`src/rtl/psum_accumulator_pkg.sv`:
```
// psum_accumulator_pkg: shared widths, FSM states and saturation helpers for the channel accumulator
package psum_accumulator_pkg;
  localparam int PWIDTH = 16;
  localparam int AWIDTH = 24;
  localparam int DWIDTH = 20;
  localparam int DEF_ROW_LEN = 16;
  localparam int CWIDTH = 8;
  typedef enum logic [1:0] {IDLE, ACCUM, LAST} state_t;
  localparam logic signed [AWIDTH+1:0] A_MAX = {3'b000, {(AWIDTH-1){1'b1}}};
  localparam logic signed [AWIDTH+1:0] A_MIN = {3'b111, {(AWIDTH-1){1'b0}}};
  localparam logic signed [AWIDTH-1:0] U_MAX = {{(AWIDTH-DWIDTH){1'b0}}, {DWIDTH{1'b1}}};
  localparam logic signed [AWIDTH-1:0] S_MAX = {{(AWIDTH-DWIDTH+1){1'b0}}, {(DWIDTH-1){1'b1}}};
  localparam logic signed [AWIDTH-1:0] S_MIN = {{(AWIDTH-DWIDTH+1){1'b1}}, {(DWIDTH-1){1'b0}}};
  // two guard bits so a three-term sum of AWIDTH values never wraps before clamping
  function automatic logic signed [AWIDTH+1:0] ext_a(input logic signed [AWIDTH-1:0] a);
    return {{2{a[AWIDTH-1]}}, a};
  endfunction
  function automatic logic signed [AWIDTH-1:0] sat_a(input logic signed [AWIDTH+1:0] x);
    return x > A_MAX ? A_MAX[AWIDTH-1:0] : x < A_MIN ? A_MIN[AWIDTH-1:0] : x[AWIDTH-1:0];
  endfunction
  function automatic logic signed [AWIDTH-1:0] sat_add_a(input logic signed [AWIDTH-1:0] a, input logic signed [AWIDTH-1:0] b);
    return sat_a(ext_a(a) + ext_a(b));
  endfunction
  function automatic logic [DWIDTH-1:0] sat_out(input logic signed [AWIDTH-1:0] r, input logic relu);
    if (relu) return r[AWIDTH-1] ? '0 : r > U_MAX ? '1 : r[DWIDTH-1:0];
    return r > S_MAX ? S_MAX[DWIDTH-1:0] : r < S_MIN ? S_MIN[DWIDTH-1:0] : r[DWIDTH-1:0];
  endfunction
endpackage

```
`src/rtl/psum_accumulator_row_acc_mem.sv`:
```
// row_acc_mem: per-pixel accumulator row buffer, combinational read, synchronous write, contents never reset
module row_acc_mem
  import psum_accumulator_pkg::*;
#(
  parameter int DEPTH = DEF_ROW_LEN,
  parameter int AW = $clog2(DEPTH)
) (
  input  logic                     clk,
  input  logic                     we,
  input  logic [AW-1:0]            addr,
  input  logic signed [AWIDTH-1:0] wdata,
  output logic signed [AWIDTH-1:0] rdata
);
  logic signed [AWIDTH-1:0] mem [DEPTH];
  always_ff @(posedge clk)
    if (we) mem[addr] <= wdata;
  assign rdata = mem[addr];
endmodule

```
`src/rtl/psum_accumulator.sv`:
```
// psum_accumulator: accumulates a row of partial sums over num_ch passes, adds bias, ReLU/saturates to DWIDTH
module psum_accumulator
  import psum_accumulator_pkg::*;
#(
  parameter int ROW_LEN = DEF_ROW_LEN
) (
  input  logic                     clk,
  input  logic                     reset,
  input  logic                     start,
  input  logic [CWIDTH-1:0]        num_ch,
  input  logic signed [AWIDTH-1:0] bias_in,
  input  logic                     relu_en,
  input  logic signed [PWIDTH-1:0] psum_in,
  input  logic                     valid_in,
  output logic [DWIDTH-1:0]        data_out,
  output logic                     valid_out,
  output logic                     busy,
  output logic                     done
);
  localparam int XW = $clog2(ROW_LEN);
  state_t state, state_n;
  logic [XW-1:0] pix_cnt, pix_n;
  logic [CWIDTH-1:0] ch_cnt, ch_n, nch_q, nch_eff;
  logic signed [AWIDTH-1:0] bias_q, psum_x, rd, wd, acc, res;
  logic relu_q, we, last_pix, fire;
  assign nch_eff = num_ch == '0 ? CWIDTH'(1) : num_ch;
  assign psum_x = {{(AWIDTH-PWIDTH){psum_in[PWIDTH-1]}}, psum_in};
  assign last_pix = pix_cnt == XW'(ROW_LEN - 1);
  assign we = state == ACCUM && valid_in;
  assign wd = ch_cnt == '0 ? psum_x : sat_add_a(rd, psum_x);
  // single-pass rows never touch the buffer, so stale contents must not leak in
  assign acc = nch_q == CWIDTH'(1) ? '0 : rd;
  assign res = sat_a(ext_a(acc) + ext_a(psum_x) + ext_a(bias_q));
  assign fire = state == LAST && valid_in;
  assign busy = state != IDLE;
  row_acc_mem #(.DEPTH(ROW_LEN)) u_mem (
    .clk  (clk),
    .we   (we),
    .addr (pix_cnt),
    .wdata(wd),
    .rdata(rd)
  );
  always_comb begin
    state_n = state;
    pix_n = pix_cnt;
    ch_n = ch_cnt;
    case (state)
      IDLE: if (start) begin
        state_n = nch_eff == CWIDTH'(1) ? LAST : ACCUM;
        pix_n = '0;
        ch_n = '0;
      end
      ACCUM: if (valid_in) begin
        pix_n = last_pix ? '0 : pix_cnt + 1'b1;
        ch_n = last_pix ? ch_cnt + 1'b1 : ch_cnt;
        state_n = last_pix && ch_n == nch_q - 1'b1 ? LAST : ACCUM;
      end
      LAST: if (valid_in) begin
        pix_n = last_pix ? '0 : pix_cnt + 1'b1;
        state_n = last_pix ? IDLE : LAST;
      end
      default: state_n = IDLE;
    endcase
  end
  always_ff @(posedge clk or negedge reset)
    if (!reset) begin
      state <= IDLE;
      pix_cnt <= '0;
      ch_cnt <= '0;
      valid_out <= 1'b0;
      done <= 1'b0;
      data_out <= '0;
      nch_q <= CWIDTH'(1);
      bias_q <= '0;
      relu_q <= 1'b0;
    end else begin
      state <= state_n;
      pix_cnt <= pix_n;
      ch_cnt <= ch_n;
      valid_out <= fire;
      done <= fire && last_pix;
      if (fire) data_out <= sat_out(res, relu_q);
      if (state == IDLE && start) begin
        nch_q <= nch_eff;
        bias_q <= bias_in;
        relu_q <= relu_en;
      end
    end
endmodule

```
`config.mk`:
```
export PLATFORM = sky130hd
export DESIGN_NAME = psum_accumulator
export DESIGN_NICKNAME = d
export VERILOG_FILES = /design/src/rtl/psum_accumulator_pkg.sv /design/src/rtl/psum_accumulator_row_acc_mem.sv /design/src/rtl/psum_accumulator.sv
export SDC_FILE = /design/constraint.sdc
export NUM_CORES = 1
export LEC_CHECK = 0
export CELL_PAD_IN_SITES_DETAIL_PLACEMENT = 1
export CELL_PAD_IN_SITES_GLOBAL_PLACEMENT = 1
export CORE_ASPECT_RATIO = 2
export CORE_MARGIN = 2
export CORE_UTILIZATION = 35
export DETAILED_ROUTE_END_ITERATION = 7
export GPL_TIMING_DRIVEN = 0
export PLACE_DENSITY = 0.62
export SYNTH_ARGS = -nofsm -noshare
export SYNTH_HDL_FRONTEND = slang
export SYNTH_HIERARCHICAL = 1
export SYNTH_SLANG_ARGS = --single-unit
```
`constraint.sdc`:
```
create_clock -name clk -period 5.7 [get_ports clk]
set_clock_uncertainty 0.15 [all_clocks]
set_input_delay 1.71 -clock clk [delete_from_list [all_inputs] [get_ports clk]]
set_output_delay 1.71 -clock clk [all_outputs]
set_load 0.1 [all_outputs]
```
==> run metrics <==
Final Wtd Congestion=0.915; setup TNS=0 ps; fillers=6079; largest net degree at the start of global routing=62; Post-synth EDFFs=~380; endpoints failing setup=0; commonest non-fill, non-tap cell in the layout=edfxtp_1; Compound-Gate Fraction of Synth Area=0.106; prevailing post-synth register cell=edfxtp_1; clk slew on worst S/H paths=~70 ps; post-synthesis simple-gate area fraction=0.0672; core area=0.0617 mm2; Area contributors post-synth=edfxtp_1 (53%), mux4_2 (9.9%), dfrtp_1 (7.8%), ha_1 (3.3%), fa_1 (2.4%); CTS H-tree depth=2; WS Path Type=reg -> reg; Via density=between 5 and 6; DR pass1 iterations=5; post-synth top area cell=edfxtp_1; dpl hpwl=48.0 mm; Synthesized Nets=~1.6k; area of the multi-input gates=0.00874 mm2; Critical Path Max Stage Delay=500 ps; area of the die=between 0.06 and 0.07 mm2; number of max-cap violations=0; CP Capture Type=register; Vias=13.7k; Tmin final=5660 ps; Initial Utilization=0.353; clk_lat worst skew=590 ps; Root Driver=clkbuf_16; register area share after synthesis=0.608; Net count, final=1763; crit share post-route=0.993; final instance area=0.0270 mm2; Num CTS Buffers=41; register area=roughly 0.013 mm2; routed wire length=approximately 66 mm; asr flop ratio synth=0.152; port buffer count=75; most frequent cells in the layout=edfxtp_1 (384), mux4_2 (96), nand2_1 (76); Die H=357 um; Yosys Warn Count=6; HP Class=reg -> reg; io pins=76; DRC=0; Slew Limit Fails=0; share of the synthesized area in the top cell type=0.529; Synth Area in Adders=0.0566; Crit path max-delay family=compound AO/OA/AOI/OAI gates; Fin. Hold Viols=0; first-pass GRT wire length=just under 100 mm; # diodes=0; gr ovfl total=0; Netlist Area Pre-Place=roughly 0.022 mm2; Netlist cell types=92; Synth Instances=1421; fmax=177 MHz; CTS Sinks=between 400 and 500; vias in the first global route=15.3k; Crit path top cell by count=buf_4; mean area per synthesized cell=15.3 um2; Rows=roughly 130; Least-Margin Pin Slew=1170 ps; DP Area=0.0241 mm2; Req. time, crit path=6010 ps; crit-path max FO=6; crit start category=register; mux contribution to synthesized area=0.118; Buf/Inv on CP=9; CTS tree=done; #FFs+latches synth=453; Crit-path slowest cell=mux4_2; CTS max path bufs=3; post-synthesis xor/xnor area fraction=0.0212; main combinational cell family by area after synthesis=multiplexers; fraction of layout cells with a size suffix above 1=0.278; Die W=180 um; outcome=finished, final reports clean; Syn-to-layout area delta=23.7%; 1st-iter DRT viols=761; Max transition margin=0.222; DR WL/cell=approximately 27 um; Tot GR Track Use=0.202; initial antenna violation count=0; Arrival @ worst endpoint=between 5000 and 6000 ps; DRT antenna net count=0
## cells in the mapped netlist, drive strengths merged (9+ instances only)
cell type and number:
ha 57, a22oi 49, mux2 33, nor3 19
a31oi 9, and3 12, and2 33, inv 28
o211ai 21, nand2b 12, nand3 33, buf 29
a21o 23, o21ai 42, o31ai 12, nand2 86
nor2 43, dfrtp 68, edfxtp 384, clkbuf 42
o221ai 10, xnor2 27, xor2 23, mux4 96
o22ai 19, fa 26, a221o 21, a21oi 61
## stage by stage
step                std cells  setup slack, ps  hold slack (ps)   util
global placement         2282            -2150              340  0.382
CTS                      2405             4.96              365  0.427
finish                   2444             38.8              364  0.437
floorplan                1421              472              329      -
global route             2444            -90.6              393  0.437
detailed placement       2306            -1850              349  0.390
## final timing paths
kind | startpoint | endpoint | slack, ps | cells after the start
max reg2reg | pix_cnt[0] | data_out[3] | 40 | 25
min in group asynchronous | reset | ch_cnt[4] | 820 | 1
max in group asynchronous | reset | bias_q[3] | 4000 | 2
min | bias_q[1] | bias_q[1] | 360 | 1
max | pix_cnt[0] | data_out[3] | 40 | 25
min reg2reg | bias_q[1] | bias_q[1] | 360 | 1
## worst register-to-register path, cell delays in order, from the launching register on
cell and delay [ps]:
dfrtp_1 380, buf_6 170, buf_12 120, buf_16 130, buf_4 120, mux4_2 500, a22oi_2 200, nand2_1 140
nand2_1 110, fa_1 440, inv_2 90, ha_4 190, inv_1 60, fa_1 410, nand2b_4 180, a21oi_4 190
o41a_1 240, a31o_4 260, a41o_1 250, mux2i_4 120, nor4_4 270, buf_4 170, buf_4 110, buf_6 100
o22ai_1 70, a221o_1 340
## area by class of cell
class / count / area share
plain buffers: 70 / 0.0214
clock buffers: 42 / 0.0382
clock inverters: 32 / 0.0189
inverters: 28 / 0.00390
multi-input cells: 869 / 0.324
flip-flops and latches: 453 / 0.492
well taps: 786 / 0.0365
repair buffers: 164 / 0.0647
## what timing repair did
action                                  CTS  global route
cloned                                    2             1
endpoints found under the setup margin  404           100
hold buffers                              0             0
gates resized for setup                 119            72
pin swaps                                21            35
buffers inserted                         23            39
## state kept, by name, indices dropped and copies added (netlist names)
name,count
pix_cnt,4
state,2
relu_q,1
ch_cnt,8
done,1
bias_q,24
data_out,20
nch_q,8
u_mem/mem,384
valid_out,1
## metal layers
| metal | wire (um) | vias to the layer above | global-route usage |
|---|---|---|---|
| li1 | - | 6086 | - |
| met1 | 21500 | 7149 | 0.191 |
| met2 | 38900 | 319 | 0.415 |
| met3 | 1830 | 159 | 0.0227 |
| met4 | 3440 | 0 | 0.107 |
| met5 | 0 | - | 0 |
## cells by family after synthesis
kind of cell	after synthesis
fa+ha+maj	83
mux	131
flops	453
xor+xnor	51
buf+inv	99
compound gates	323
simple gates	281
Power is not shown: default switching activity piles up to over one toggle a cycle in this logic, so the estimate is an artifact.
